File: config.mk
export PLATFORM = sky130hd
export DESIGN_NAME = btn_pulse_gen
export DESIGN_NICKNAME = d
export VERILOG_FILES = /design/src/rtl/btn_pulse_gen.sv
export SDC_FILE = /design/constraint.sdc
export NUM_CORES = 1
export LEC_CHECK = 0
export ABC_AREA = 1
export CORE_AREA = 2 2 46 48
export CTS_BUF_LIST = sky130_fd_sc_hd__clkbuf_4 sky130_fd_sc_hd__clkbuf_8
export CTS_CLUSTER_SIZE = 24
export DETAILED_ROUTE_END_ITERATION = 12
export DIE_AREA = 0 0 48 50
export HOLD_SLACK_MARGIN = 0.05
export PLACE_DENSITY = 0.66
export SLEW_MARGIN = 15
export SYNTH_ARGS = -nofsm -noshare
export SYNTH_HDL_FRONTEND = slang
export SYNTH_SLANG_ARGS = --single-unit
export TNS_END_PERCENT = 10
File: constraint.sdc
create_clock -name clk -period 1.4 [get_ports clk]
set_input_delay 0.28 -clock clk [delete_from_list [all_inputs] [get_ports clk]]
set_output_delay 0.28 -clock clk [all_outputs]
set_load 0.05 [all_outputs]
File: src/rtl/btn_pulse_gen.sv
// Conditions a raw push-button into one-cycle count-enable pulses (single press + auto-repeat).
// Latency: x/lvl rise 2+DB_CYCLES edges after btn is first sampled high; there is no backpressure.
module btn_pulse_gen #(
  parameter int DB_CYCLES  = 4,
  parameter int REP_DELAY  = 10,
  parameter int REP_PERIOD = 5,
  parameter int TW         = 8
) (
  input  logic clk,
  input  logic clr_n,
  input  logic btn,
  input  logic rep_en,
  output logic x,
  output logic lvl
);

  typedef enum logic [2:0] {
    IDLE       = 3'd0,
    DB_PRESS   = 3'd1,
    HELD       = 3'd2,
    REPEAT     = 3'd3,
    DB_RELEASE = 3'd4
  } state_t;

  localparam logic [TW-1:0] DB_LAST  = TW'(DB_CYCLES - 1);
  localparam logic [TW-1:0] DLY_LAST = TW'(REP_DELAY - 1);
  localparam logic [TW-1:0] PER_LAST = TW'(REP_PERIOD - 1);

  state_t        state_q, state_d;
  logic [TW-1:0] tmr_q, tmr_d;
  logic          s1_q, btn_s_q;
  logic          x_q, x_d;
  logic          lvl_q, lvl_d;

  always_ff @(posedge clk or negedge clr_n) begin
    if (!clr_n) begin
      s1_q    <= 1'b0;
      btn_s_q <= 1'b0;
      state_q <= IDLE;
      tmr_q   <= '0;
      x_q     <= 1'b0;
      lvl_q   <= 1'b0;
    end else begin
      s1_q    <= btn;
      btn_s_q <= s1_q;
      state_q <= state_d;
      tmr_q   <= tmr_d;
      x_q     <= x_d;
      lvl_q   <= lvl_d;
    end
  end

  // Every state change restarts the timer; a release seen by HELD/REPEAT wins over any pulse.
  always_comb begin
    state_d = state_q;
    tmr_d   = tmr_q;
    unique case (state_q)
      IDLE: begin
        tmr_d = '0;
        if (btn_s_q) state_d = DB_PRESS;
      end
      DB_PRESS: begin
        if (!btn_s_q) begin
          state_d = IDLE;
          tmr_d   = '0;
        end else if (tmr_q == DB_LAST) begin
          state_d = HELD;
          tmr_d   = '0;
        end else begin
          tmr_d = tmr_q + TW'(1);
        end
      end
      HELD: begin
        if (!btn_s_q) begin
          state_d = DB_RELEASE;
          tmr_d   = '0;
        end else if (rep_en && (tmr_q == DLY_LAST)) begin
          state_d = REPEAT;
          tmr_d   = '0;
        end else if (rep_en) begin
          tmr_d = tmr_q + TW'(1);
        end else begin
          tmr_d = '0;
        end
      end
      REPEAT: begin
        if (!btn_s_q) begin
          state_d = DB_RELEASE;
          tmr_d   = '0;
        end else if (!rep_en) begin
          state_d = HELD;
          tmr_d   = '0;
        end else if (tmr_q == PER_LAST) begin
          tmr_d = '0;
        end else begin
          tmr_d = tmr_q + TW'(1);
        end
      end
      DB_RELEASE: begin
        if (btn_s_q) begin
          state_d = HELD;
          tmr_d   = '0;
        end else if (tmr_q == DB_LAST) begin
          state_d = IDLE;
          tmr_d   = '0;
        end else begin
          tmr_d = tmr_q + TW'(1);
        end
      end
      default: begin
        state_d = IDLE;
        tmr_d   = '0;
      end
    endcase
  end

  always_comb begin
    x_d   = 1'b0;
    lvl_d = (state_d == HELD) || (state_d == REPEAT) || (state_d == DB_RELEASE);
    unique case (state_q)
      DB_PRESS: x_d = btn_s_q && (tmr_q == DB_LAST);
      HELD:     x_d = btn_s_q && rep_en && (tmr_q == DLY_LAST);
      REPEAT:   x_d = btn_s_q && rep_en && (tmr_q == PER_LAST);
      default:  x_d = 1'b0;
    endcase
  end

  assign x   = x_q;
  assign lvl = lvl_q;

endmodule

==> results.cfg <==
[outcome]
status = finished, final reports clean

[grt]
antenna_found_initial = 0
grt_max_degree = 16
grt_util_all_layers_pct = 16.7
busiest_layer = met2
grt_use_met1_pct = 21.9
grt_pass1_wl_um = 2850
gr-usage-met2_pct = 26.2
grt-ovfl-total = 0
grtUsageMet3_pct = 5.49
grt_pass1_vias = 722

[timing]
setup_slack_ns = 0.0765
final-setup-viol-count = 0
fmaxAchievable_mhz = 756
tightestPinTransition_ns = 0.207
finalCritPeriodShare_pct = 94.5
rsz0062_at_grt = false
fin_skew_ns = 0.00366
report.final.slew_viol_count = 0
final-hold-violation-count = 0
relSlewSlack_pct = 86.0
layout_min_cycle_time_ns = 1.32

[clock_network]
cts_root_buf = clkbuf_4
clk_pin_slew_ns = 0.08
clock_sinks = 15
numCtsBuffers = 3
clk_path_buf_depth = 2
h-tree-depth = 1
cts_tree = done
clk_latency_ns = 0.27

[critical_path]
worstPathCellList = inv_2, ha_4, nand3_4, o21ai_4, nand3_4, nand2_2, inv_2
cp.arrival_ns = 1.50
endpoint_kind = register
worst_ep_required_time_ns = 1.57
cp_max_fo = 8
critPathLaunchType = register
slowest_delay_ns = 0.46
slowest_stage = dfrtp_2
criticalPathCategory = reg -> reg

[min_path]
hp-class = in -> async

[synth]
synth.most_common_cell = nand2_1
synth_top_cell_area_share_pct = 41.7
synth_seq_area_share_pct = 41.7
synth_common_cells = nand2_1 (38), inv_1 (26), dfrtp_1 (15), nor2_1 (15), nand3_1 (11)
netlist_area_sq_um = 900
ys_ff_latch = 15
syn_area_per_cell_sq_um = 6.97
syn_inst = 129
syn_nets = 136
synth-edff-count = 0
synthTopCellsByArea = dfrtp_1 (42%), nand2_1 (16%), inv_1 (11%)
yosysTopAreaCell = dfrtp_1
synthFlopType = dfrtp_1
ys_warn_count = 0
ys_types = 17
async_flop_share_pct = 100

[floorplan]
pin_count = 6
die_h_um = 50
core_area_sq_um = 1900
rows = 16
start_util_pct = 47.3
die_w_um = 48
die-area_sq_um = 2400

[placement]
port_buffers = 5
gp_congestion = 0.808
dp_hpwl_um = 1260
place_ws_ns = -0.0330

[drt]
via_per_inst = 4.52
dr.pass1.iters = 4
ant_nets = 0
wirelength_um = 1620
num_vias = 759
drt_iter0_markers = 16
wl_per_cell_um = 9.64
drc = 0

[job]
cap_violations = 0

[power_and_ir_drop]
vdd_drop_max_v = 0.000886
p_leak_nw = 0.639
powerDensity_nw_per_um2 = 901

[finish]
area_growth_pct = 28.2
num-nets-final = 149
antenna_cells = 0
drive_gt1_share_pct = 29.1
nFillCells = 190
final_util_pct = 60.7
-- kinds of logic (layout without fill, tap and decap cells) --
logic type,after synthesis,count (layout),share of synthesized area (%)
adders and majority gates,3,3,4.17
DFF,15,15,41.7
xor gates and xnor gates,2,2,1.95
AOI/OAI and AO/OA,8,8,5.56
buffers and inverters,31,43,12.9
and+or+nand+nor,70,70,33.7
-- metrics by stage --
stage / area [sq um] / setup TNS [ns] / std cells / power [mW] / hold slack [ns]
final: 1150 / 0 / 168 / 1.04 / 0.307
after CTS: 1040 / 0 / 166 / 0.988 / 0.311
after global placement: 1010 / 0 / 162 / 0.720 / 0.334
after floorplan: 900 / 0 / 129 / 0.647 / -0.0156
after detailed placement: 1010 / -0.108 / 162 / 0.727 / 0.336
after global routing: 1150 / 0 / 168 / 1.11 / 0.320
-- where the power goes --
part | internal [mW] | switching, mW | leakage (nW)
clock network | 0.130 | 0.126 | 0.0184
registers | 0.467 | 0.0417 | 0.197
logic | 0.116 | 0.160 | 0.423
-- worst max-delay path: cells and delay by family, from the launching register on --
| family | cells | cell delay (ns) |
|---|---|---|
| simple gates | 3 | 0.34 |
| fa+ha+maj | 1 | 0.14 |
| flops | 1 | 0.46 |
| compound gates | 1 | 0.15 |
| buf+inv | 2 | 0.13 |
-- state kept, by name, summed over array words and instances, names as in the netlist --
signal,cells
tmr_q,8
lvl,1
s1_q,1
x,1
btn_s_q,1
state_q,3
-- layout by cell type, fill, tap and decap left out, types with 3 or more instances in the layout --
master           count
buf_4                3
clkbuf_4             4
clkdlybuf4s50_1      3
dfrtp_1             12
dfrtp_2              3
ha_4                 3
inv_1               22
inv_2                9
nand2_1             34
nand2_2              6
nand3_1              8
nand3_4              3
nor2_1              13
nor2_2               4
o21ai_0              3
-- layout make-up --
type / count / area, sq um / area share [%]
clock buffers: 4 / 30.0 / 2.60
inverters: 31 / 116 / 10.1
multi-input cells: 83 / 502 / 43.5
flip-flops and latches: 15 / 379 / 32.9
well taps: 27 / 33.8 / 2.93
repair buffers: 8 / 92.6 / 8.03
-- path summary, 6_finish.rpt --
check | slack, ns | depth (start not counted) | end | start
setup / recovery | 0.08 | 7 | tmr_q[2] | tmr_q[0]
hold reg to reg | 0.35 | 0 | btn_s_q | s1_q
max in group asynchronous | 0.91 | 2 | tmr_q[0] | clr_n
min in group clk | 0.35 | 0 | btn_s_q | s1_q
hold / removal | 0.31 | 2 | tmr_q[4] | clr_n
setup reg to reg | 0.08 | 7 | tmr_q[2] | tmr_q[0]
-- what timing repair did --
action / 4_1_cts / 5_1_grt
gates resized for setup: 0 / 26
hold buffers: 0 / 0
setup endpoints to repair: 0 / 10
buffers inserted: 0 / 2
-- layer usage --
metal | vias up | wire length (um) | share of wire (%)
met1 | 340 | 727 | 45
met5 | - | 0 | 0
met3 | 2 | 51 | 3.1
met4 | 0 | 8 | 0.49
met2 | 12 | 833 | 51
li1 | 405 | - | -
No activity file was read; power rests on OpenSTA's default activity.
